**src/rtl/sfpp_link_pkg.sv**
```systemverilog
// Shared definitions for the SFP+ link sequencer and the wishbone register block
// that muxes the sequencer's transceiver control against software control.
package sfpp_link_pkg;

  typedef enum logic [3:0] {
    ST_DISABLED   = 4'd0,
    ST_HOLD_RESET = 4'd1,
    ST_WAIT_PLL   = 4'd2,
    ST_WAIT_TX    = 4'd3,
    ST_WAIT_RX    = 4'd4,
    ST_WAIT_LOCK  = 4'd5,
    ST_LINK_UP    = 4'd6,
    ST_RX_RECOVER = 4'd7,
    ST_BACKOFF    = 4'd8,
    ST_FAILED     = 4'd9
  } seq_state_e;

  localparam int CTRL_W         = 6;
  localparam int STS_W          = 13;
  localparam int CTRL_FULL_RST  = 0;
  localparam int CTRL_RX_DP_RST = 3;

  localparam int STS_POWERGOOD  = 0;
  localparam int STS_TX_DONE    = 4;
  localparam int STS_RX_DONE    = 7;
  localparam int STS_TX_USRCLK  = 8;
  localparam int STS_RX_USRCLK  = 9;
  localparam int STS_EXT_PLL    = 10;
  localparam int STS_QPLL       = 11;

  // Control word the transceiver sees while the sequencer sits in a given state.
  function automatic logic [CTRL_W-1:0] ctrl_for_state(input seq_state_e s);
    logic [CTRL_W-1:0] c;
    c = '0;
    case (s)
      ST_DISABLED, ST_HOLD_RESET, ST_BACKOFF, ST_FAILED: c[CTRL_FULL_RST] = 1'b1;
      ST_RX_RECOVER:                                    c[CTRL_RX_DP_RST] = 1'b1;
      default:                                          c = '0;
    endcase
    return c;
  endfunction

endpackage

```
**src/rtl/sfpp_link_sequencer.sv**
```systemverilog
// Bring-up / recovery sequencer for the SFP+ 10G transceiver and PHY: releases
// resets in order, waits for locks, retries with back-off and recovers the RX path.
module sfpp_link_sequencer
  import sfpp_link_pkg::*;
#(
  parameter int unsigned RESET_CYCLES       = 1024,
  parameter int unsigned TIMEOUT_CYCLES     = 1048576,
  parameter int unsigned LOCK_STABLE_CYCLES = 65536,
  parameter int unsigned DROP_FILTER_CYCLES = 256,
  parameter int unsigned BACKOFF_CYCLES     = 262144,
  parameter int unsigned MAX_RETRIES        = 7
) (
  input  logic              clk,
  input  logic              rst,
  input  logic              enable,
  input  logic [STS_W-1:0]  transceiver_status,
  input  logic              phy_block_lock,
  input  logic              phy_high_ber,
  output logic [CTRL_W-1:0] transceiver_control,
  output logic              link_up,
  output logic              failed,
  output logic [3:0]        state,
  output logic [7:0]        retry_count,
  output logic [15:0]       link_drop_count
);

  localparam int unsigned MAX_A = (RESET_CYCLES > TIMEOUT_CYCLES) ? RESET_CYCLES : TIMEOUT_CYCLES;
  localparam int unsigned MAX_B = (LOCK_STABLE_CYCLES > DROP_FILTER_CYCLES) ? LOCK_STABLE_CYCLES : DROP_FILTER_CYCLES;
  localparam int unsigned MAX_C = (MAX_A > MAX_B) ? MAX_A : MAX_B;
  localparam int unsigned MAX_CYC = (MAX_C > BACKOFF_CYCLES) ? MAX_C : BACKOFF_CYCLES;
  localparam int TW = $clog2(MAX_CYC) + 1;

  seq_state_e        r_state, w_next, w_wait_dest, w_to_state;
  logic [TW-1:0]     r_timer, r_stab, r_drop_filt;
  logic [7:0]        r_retry, w_retry_next, w_retry_inc;
  logic [15:0]       r_drops, w_drops_next;
  logic [CTRL_W-1:0] r_ctrl;
  logic              r_link_up, r_failed;
  logic              w_good, w_tx_ok, w_rx_ok, w_pll_ok, w_wait_ok, w_timeout;
  logic              w_unused_status;

  assign w_good    = phy_block_lock & ~phy_high_ber;
  assign w_pll_ok  = transceiver_status[STS_POWERGOOD] & transceiver_status[STS_EXT_PLL] &
                     transceiver_status[STS_QPLL];
  assign w_tx_ok   = transceiver_status[STS_TX_DONE] & transceiver_status[STS_TX_USRCLK];
  assign w_rx_ok   = transceiver_status[STS_RX_DONE] & transceiver_status[STS_RX_USRCLK];
  assign w_timeout = (r_timer == TW'(TIMEOUT_CYCLES - 1));
  assign w_unused_status = ^{transceiver_status[12], transceiver_status[6:5], transceiver_status[3:1]};

  assign w_retry_inc = (r_retry == 8'hFF) ? r_retry : r_retry + 8'd1;
  assign w_to_state  = (w_retry_inc >= 8'(MAX_RETRIES)) ? ST_FAILED : ST_BACKOFF;

  // Exit condition and destination of whichever WAIT_* state is current.
  always_comb begin
    w_wait_ok   = 1'b0;
    w_wait_dest = ST_WAIT_TX;
    case (r_state)
      ST_WAIT_PLL:  begin w_wait_ok = w_pll_ok; w_wait_dest = ST_WAIT_TX;   end
      ST_WAIT_TX:   begin w_wait_ok = w_tx_ok;  w_wait_dest = ST_WAIT_RX;   end
      ST_WAIT_RX:   begin w_wait_ok = w_rx_ok;  w_wait_dest = ST_WAIT_LOCK; end
      ST_WAIT_LOCK: begin
        w_wait_ok   = w_good && (r_stab == TW'(LOCK_STABLE_CYCLES - 1));
        w_wait_dest = ST_LINK_UP;
      end
      default: ;
    endcase
  end

  always_comb begin
    w_next       = r_state;
    w_retry_next = r_retry;
    w_drops_next = r_drops;
    if (!enable) begin
      w_next       = ST_DISABLED;
      w_retry_next = 8'd0;
      w_drops_next = 16'd0;
    end else begin
      case (r_state)
        ST_DISABLED:   w_next = ST_HOLD_RESET;
        ST_HOLD_RESET: if (r_timer == TW'(RESET_CYCLES - 1)) w_next = ST_WAIT_PLL;
        ST_WAIT_PLL, ST_WAIT_TX, ST_WAIT_RX, ST_WAIT_LOCK: begin
          // A condition met on the expiry cycle still counts as success.
          if (w_wait_ok) begin
            w_next = w_wait_dest;
          end else if (w_timeout) begin
            w_next       = w_to_state;
            w_retry_next = w_retry_inc;
          end
        end
        ST_LINK_UP: begin
          if (!(transceiver_status[STS_TX_DONE] && transceiver_status[STS_RX_DONE])) begin
            w_next = ST_BACKOFF;
          end else if (!w_good && (r_drop_filt == TW'(DROP_FILTER_CYCLES - 1))) begin
            w_next       = ST_RX_RECOVER;
            w_drops_next = (r_drops == 16'hFFFF) ? r_drops : r_drops + 16'd1;
          end
        end
        ST_RX_RECOVER: if (r_timer == TW'(RESET_CYCLES - 1)) w_next = ST_WAIT_RX;
        ST_BACKOFF:    if (r_timer == TW'(BACKOFF_CYCLES - 1)) w_next = ST_HOLD_RESET;
        ST_FAILED:     w_next = ST_FAILED;
        default:       w_next = ST_DISABLED;
      endcase
      if ((w_next == ST_LINK_UP) && (r_state != ST_LINK_UP)) w_retry_next = 8'd0;
    end
  end

  always_ff @(posedge clk or posedge rst) begin
    if (rst) begin
      r_state     <= ST_DISABLED;
      r_timer     <= '0;
      r_stab      <= '0;
      r_drop_filt <= '0;
      r_retry     <= 8'd0;
      r_drops     <= 16'd0;
      r_ctrl      <= 6'b000001;
      r_link_up   <= 1'b0;
      r_failed    <= 1'b0;
    end else begin
      r_state     <= w_next;
      r_timer     <= (w_next != r_state) ? '0 : r_timer + 1'b1;
      r_stab      <= ((w_next == r_state) && (r_state == ST_WAIT_LOCK) && w_good) ?
                     r_stab + 1'b1 : '0;
      r_drop_filt <= ((w_next == r_state) && (r_state == ST_LINK_UP) && !w_good) ?
                     r_drop_filt + 1'b1 : '0;
      r_retry     <= w_retry_next;
      r_drops     <= w_drops_next;
      r_ctrl      <= ctrl_for_state(w_next);
      r_link_up   <= (w_next == ST_LINK_UP);
      r_failed    <= (w_next == ST_FAILED);
    end
  end

  assign transceiver_control = r_ctrl;
  assign link_up             = r_link_up;
  assign failed              = r_failed;
  assign state               = r_state;
  assign retry_count         = r_retry;
  assign link_drop_count     = r_drops;

endmodule
```
**config.mk**
```make
export PLATFORM = sky130hd
export DESIGN_NAME = sfpp_link_sequencer
export DESIGN_NICKNAME = d
export VERILOG_FILES = /design/src/rtl/sfpp_link_pkg.sv /design/src/rtl/sfpp_link_sequencer.sv
export SDC_FILE = /design/constraint.sdc
export NUM_CORES = 1
export LEC_CHECK = 0
export ABC_AREA = 1
export CAP_MARGIN = 5
export CORE_UTILIZATION = 45
export CTS_BUF_LIST = sky130_fd_sc_hd__clkbuf_2 sky130_fd_sc_hd__clkbuf_4 sky130_fd_sc_hd__clkbuf_8
export DETAILED_ROUTE_END_ITERATION = 10
export GPL_TIMING_DRIVEN = 0
export PLACE_DENSITY = 0.73
export SLEW_MARGIN = 0
export SYNTH_ARGS = -nofsm -noshare
export SYNTH_HDL_FRONTEND = slang
export SYNTH_SLANG_ARGS = --single-unit
```
**constraint.sdc**
```tcl
create_clock -name clk -period 2.88 [get_ports clk]
set_input_delay 0.288 -clock clk [delete_from_list [all_inputs] [get_ports clk]]
set_output_delay 0.288 -clock clk [all_outputs]
set_load 0.01 [all_outputs]
```
* After elaboration in Yosys (flattened, before gate mapping) *
Cells that the tools add are included.

cells by class
  add/subtract/negate cells = 5
  order comparisons = 1
  equality and inequality tests = 32
  multiplexer cells = 29
  bitwise gates (word level) = 6
  reduce and logical (&&, ||, !) cells = 15

operators by type and width
  cell                     number
  $mux W16                 5
  $add A21 B1 Y21 const B  3
  $mux W21                 3
  $mux W8                  6
  $mux W4                  9
  $eq A4 B3 Y1 const B     7
  $pmux W4 S7              1
  $eq A21 B10 Y1 const B   1
  $eq A21 B16 Y1 const B   1
  $eq A21 B18 Y1 const B   1
  $eq A21 B20 Y1 const B   1
  $eq A21 B8 Y1 const B    1
  $add A16 B1 Y16 const B  1
  $eq A16 B16 Y1 const B   1
  $eq A4 B4 Y1 const B     4
  $pmux W3 S3              1
  $add A8 B1 Y8 const B    1
  $eq A4 B1 Y1 const B     2
  $eq A4 B2 Y1 const B     2
  $eq A8 B8 Y1 const B     1
  $ge A8 B3 Y1 const B     1
  $logic_and A1 B1 Y1      8
  $logic_not A4 Y1         2
  $reduce_or A4 Y1         2
  14 further kinds         23

word-level totals
  flip-flop bits (word level) = 95
  bits of input ports = 18
  output and inout bits = 36

* Depth between registers and ports, before layout *
  depth in word-level cells = 13
  gate-level depth with buffers = 18

* Worst setup path before layout *
OpenSTA, ideal clock, no wires.

  path kind = register to register
  start = register r_stab[0]
  end = register r_drop_filt[15]
  library setup time = 0.131 ns
  arrival time = 2.035 ns
  required time = 2.749 ns
  setup slack = 0.714 ns
  stages on the path, launching flop included = 18
  period minus slack after synthesis = 2.166 ns
  cell sequence = dfrtp_1 > ha_1 > nand2_1 > nor2_4 > nand3_2 > nor2_4 > nand2_4 > nand2_1 > nand2_1 > nand3_1 > nand2_1 > nand2_1 > nand2_1 > nand2_1 > nor2_8 > nand3_4 > buf_8 > nor2_4

between the ends
  longest elaborated chain between the ends = 11

RTL lines
  what                              RTL line                    text
  start, declared                   sfpp_link_sequencer.sv:34   logic [TW-1:0] r_timer, r_stab, r_drop_filt;
  start signal, assigned            sfpp_link_sequencer.sv:121  r_stab <= ((w_next == r_state) && (r_state == ST_WAIT_LOCK) && w_good) ?
  $eq A21 B16 Y1                    sfpp_link_sequencer.sv:62   w_wait_ok = w_good && (r_stab == TW'(LOCK_STABLE_CYCLES - 1));
  $logic_and A1 B1 Y1               sfpp_link_sequencer.sv:62
  $pmux W1 S4                       sfpp_link_sequencer.sv:57   case (r_state)
  $mux W4                           sfpp_link_sequencer.sv:83   if (w_wait_ok) begin
  $pmux W4 S7                       sfpp_link_sequencer.sv:78   case (r_state)
  $mux W4 (2 in a row)              sfpp_link_sequencer.sv:73   if (!enable) begin
  $eq A4 B4 Y1                      sfpp_link_sequencer.sv:123  r_drop_filt <= ((w_next == r_state) && (r_state == ST_LINK_UP) && !w_good) ?
  $logic_and A1 B1 Y1 (2 in a row)  sfpp_link_sequencer.sv:123
  $mux W21                          sfpp_link_sequencer.sv:123
  end signal, assigned              sfpp_link_sequencer.sv:123
  end, declared                     sfpp_link_sequencer.sv:34

Every way passes these cells. The select of a mux whose other input is x is not followed.
A chain may end at the register's enable or synchronous reset.

* Worst setup path in the final report *
  start = register r_drop_filt[0]
  end = register r_drops[6] (netlist: link_drop_count[6])

between the ends
  longest elaborated chain between the ends = 4

RTL lines
  what                                RTL line                    text
  $eq A21 B8 Y1                       sfpp_link_sequencer.sv:93   end else if (!w_good && (r_drop_filt == TW'(DROP_FILTER_CYCLES - 1))) begin
  $logic_and A1 B1 Y1                 sfpp_link_sequencer.sv:93
  $ne A2 B1 Y1 (no source line)       n/a
  $reduce_and A4 Y1 (no source line)  n/a
  end signal, assigned                sfpp_link_sequencer.sv:126  r_drops <= w_drops_next;
  end, declared                       sfpp_link_sequencer.sv:36   logic [15:0] r_drops, w_drops_next;

Every way passes these cells.

==> impl_metrics.tcl <==
set metrics [dict create \
    final_cell_mix "nand2_1, dfrtp_1, inv_1, nor2_1, nand3_1" \
    die-area_um2 13270 \
    synth_xor_area_share_pct 7.595 \
    synth.distinct_cells 39 \
    synth.ff_latch_count 95 \
    ir_worst_vdd_mv 0.4120 \
    first_iter_violations 279 \
    synth-simple-area-share_pct 36.33 \
    hp-class "primary input to register" \
    gp_congestion 0.8828 \
    final_cell_area_um2 6650 \
    area_growth_pct 15.34 \
    yosys_warnings 0 \
    crit_top_cell "nor2_2" \
    nFillCells 1116 \
    required_ns 3.16 \
    grt_pass1_vias 4412 \
    cts_sinks 95 \
    critPathKind "register to register" \
    multi_input_area_um2 2897 \
    placed_area_um2 6437 \
    ys_seq_area_share_pct 41.25 \
    detail-route-antenna-nets 0 \
    path_clk_slew_ns 0.09 \
    p_seq_share_pct 56.2 \
    overflow 0 \
    viasPerCell 4.875 \
    grtUsageTotal_pct 18.77 \
    hold_viol 0 \
    post-route-util_pct 54.23 \
    cts_tree "done" \
    synth_compound_area_share_pct 4.883 \
    status "complete, no violations" \
    die_x_um 115.2 \
    initial_core_util_pct 47.02 \
    p_per_area_nw_per_um2 363.2 \
    fin_crit_ns 2.586 \
    regArea_um2 2379 \
    synth.cell_area_um2 5766 \
    route.detailed.drc 0 \
    routed_wl_um 11430 \
    grt_pass1_wl_um 19650 \
    row_count 40 \
    fmaxAchievable_mhz 386.7 \
    fp.coreArea_um2 12260 \
    synth_edf_count 0 \
    grt_max_degree 49 \
    cts.path.max_buffers 2 \
    die_h_um 115.2 \
    synthArstFlopShare_pct 100.0 \
    clk_latency_ns 0.38 \
    htreeDepth 3 \
    netSwitchingPower_w 0.0005876 \
    max_cap_viol_count 0 \
    cp_cell_sequence "ha_1 -> nand3_1 -> nor2_2 -> nand4_1 -> nor2_1 -> nand2_1 -> or2_2 -> nor2_2 -> inv_1 -> o21ai_0 -> a21oi_1" \
    layout.cells.most_common "nand2_1" \
    synthAdderAreaFrac_pct 1.085 \
    antenna_found_initial 0 \
    synth_cells 731 \
    critPathCaptureType "register" \
    numCtsBuffers 9 \
    critPathTopFamily "simple AND/OR/NAND/NOR gates" \
    slew_headroom_pct 54.89 \
    root_buffer "clkbuf_8" \
    crit_fanout 6 \
    timing.final.crit_share_pct 89.80 \
    crit_buf_inv 1 \
    worstSetupStartpointType "register" \
    dr_total_vias 4685 \
    max_stage_delay_ns 0.40 \
    crit_path_top_delay_cell "dfrtp_1" \
    cp.arrival_ns 2.86 \
    n_antenna_cell 0 \
    synth_flop_cell "dfrtp_1" \
    p_total_w 0.002415 \
    io_pins 54 \
    swShare_pct 24.33 \
    wl_per_cell_um 11.89 \
    maxSlewViolCount 0 \
    port_buffers 42 \
    clkPwrFrac_pct 38.1 \
    avgSynthCellArea_um2 7.887 \
    fin_tns_setup_ns 0 \
    postCtsHoldBufs 0 \
    combPwrFrac_pct 5.7 \
    nets 811 \
    dp_hpwl_um 8579 \
    synth.area.mux_share_pct 0 \
    total_leakage_power_nw 2.826 \
    drive_gt1_share_pct 14.50 \
    skew_ns 0.01213 \
    p_int_w 0.001828 \
    worst_slew_pin_slew_ns 0.6682 \
    synth_top_family_by_area "simple AND/OR/NAND/NOR gates" \
    setup_violations 0 \
    fin_hold_ws_ns 0.2024 \
    drtPass1Iterations 4 \
]
## Yosys cell counts, drive strengths merged, types with 2 or more instances
master,count,area [µm²]
nor4,10,62.56
nand2,152,600.6
a21oi,23,115.1
xnor2,12,105.1
ha,5,62.56
nand3b,3,22.52
buf,15,135.1
nor3,27,135.1
inv,98,367.9
o21ai,22,110.1
or2,4,25.03
o31ai,3,22.52
and3,2,12.51
nand4,19,133.9
xor2,38,332.8
nor2,146,807.0
nand3,51,295.3
dfrtp,94,2352
## path summary, 6_finish.rpt
| kind | startpoint | endpoint | slack (ns) | cells past startpoint |
|---|---|---|---|---|
| min reg2reg | r_timer[0]$_DFF_PP0_ | r_timer[0]$_DFF_PP0_ | 0.46 | 1 |
| min | enable | state[3]$_DFF_PP0_ | 0.20 | 3 |
| max reg2reg | r_drop_filt[0]$_DFF_PP0_ | link_drop_count[6]$_DFFE_PP0P_ | 0.29 | 11 |
| max | r_drop_filt[0]$_DFF_PP0_ | link_drop_count[6]$_DFFE_PP0P_ | 0.29 | 11 |
| max in group asynchronous | rst | transceiver_control[0]$_DFF_PP1_ | 1.87 | 3 |
| min in group asynchronous | rst | r_drop_filt[11]$_DFF_PP0_ | 0.32 | 2 |
## area by class of cell
class / count / share of cell area, %
Multi-Input combinational cell: 525 / 43.56
Sequential cell: 95 / 35.77
Timing Repair Buffer: 43 / 6.736
Inverter: 98 / 5.569
Tap cell: 168 / 3.161
Buffer: 16 / 2.088
Clock buffer: 10 / 2.070
Clock inverter: 6 / 1.054
## power by group through the flow
stage	Clock (W)	Combinational (W)	Sequential (W)
after floorplan	0	0.0000888	0.00138
after global placement	0	0.000134	0.00138
after detailed placement	0	0.000141	0.00138
after CTS	0.000953	0.000141	0.00136
after global routing	0.000999	0.000156	0.00136
final	0.000920	0.000137	0.00136
## flip-flops by register name, summed over array words and instances (netlist names)
name	cells
link_up	1
r_timer	21
transceiver_control	2
r_stab	21
r_drop_filt	21
state	4
failed	1
retry_count	8
link_drop_count	16
## layer usage
metal  track usage, %  up-vias  wire [µm]
met5                0        -          0
met4            5.887        0        113
met3            4.323       12        415
met2            30.44       84       5368
met1            24.93     2157       5531
li1                 -     2432          -
## what timing repair did
| item | in CTS | in global routing |
|---|---|---|
| endpoints found under the setup margin | 0 | 6 |
| resized for setup | 0 | 2 |
| buffers inserted | 0 | 0 |
## through the flow
step                      instances  setup slack (ns)
after floorplan                 734            0.1166
after global placement          944            -1.382
after detailed placement        945            0.1937
after CTS                       961            0.1618
after global routing            961          -0.01363
final                           961            0.2939
## cell families after synthesis
group | count (synthesis)
AND/OR/NAND/NOR | 414
other | 1
buffers and inverters | 114
flip-flops | 95
XOR/XNOR | 50
AO/OA/AOI/OAI | 52
adder cells (fa/ha/maj) | 5
## worst reg2reg max path, delay by kind of cell (launching register included)
family	cells	cell delay (ns)
and+or+nand+nor	7	1.61
DFF	1	0.40
adders and majority gates	1	0.19
AOI/OAI and AO/OA	2	0.19
buffers and inverters	1	0.08
(Power assumes the default switching activity.)
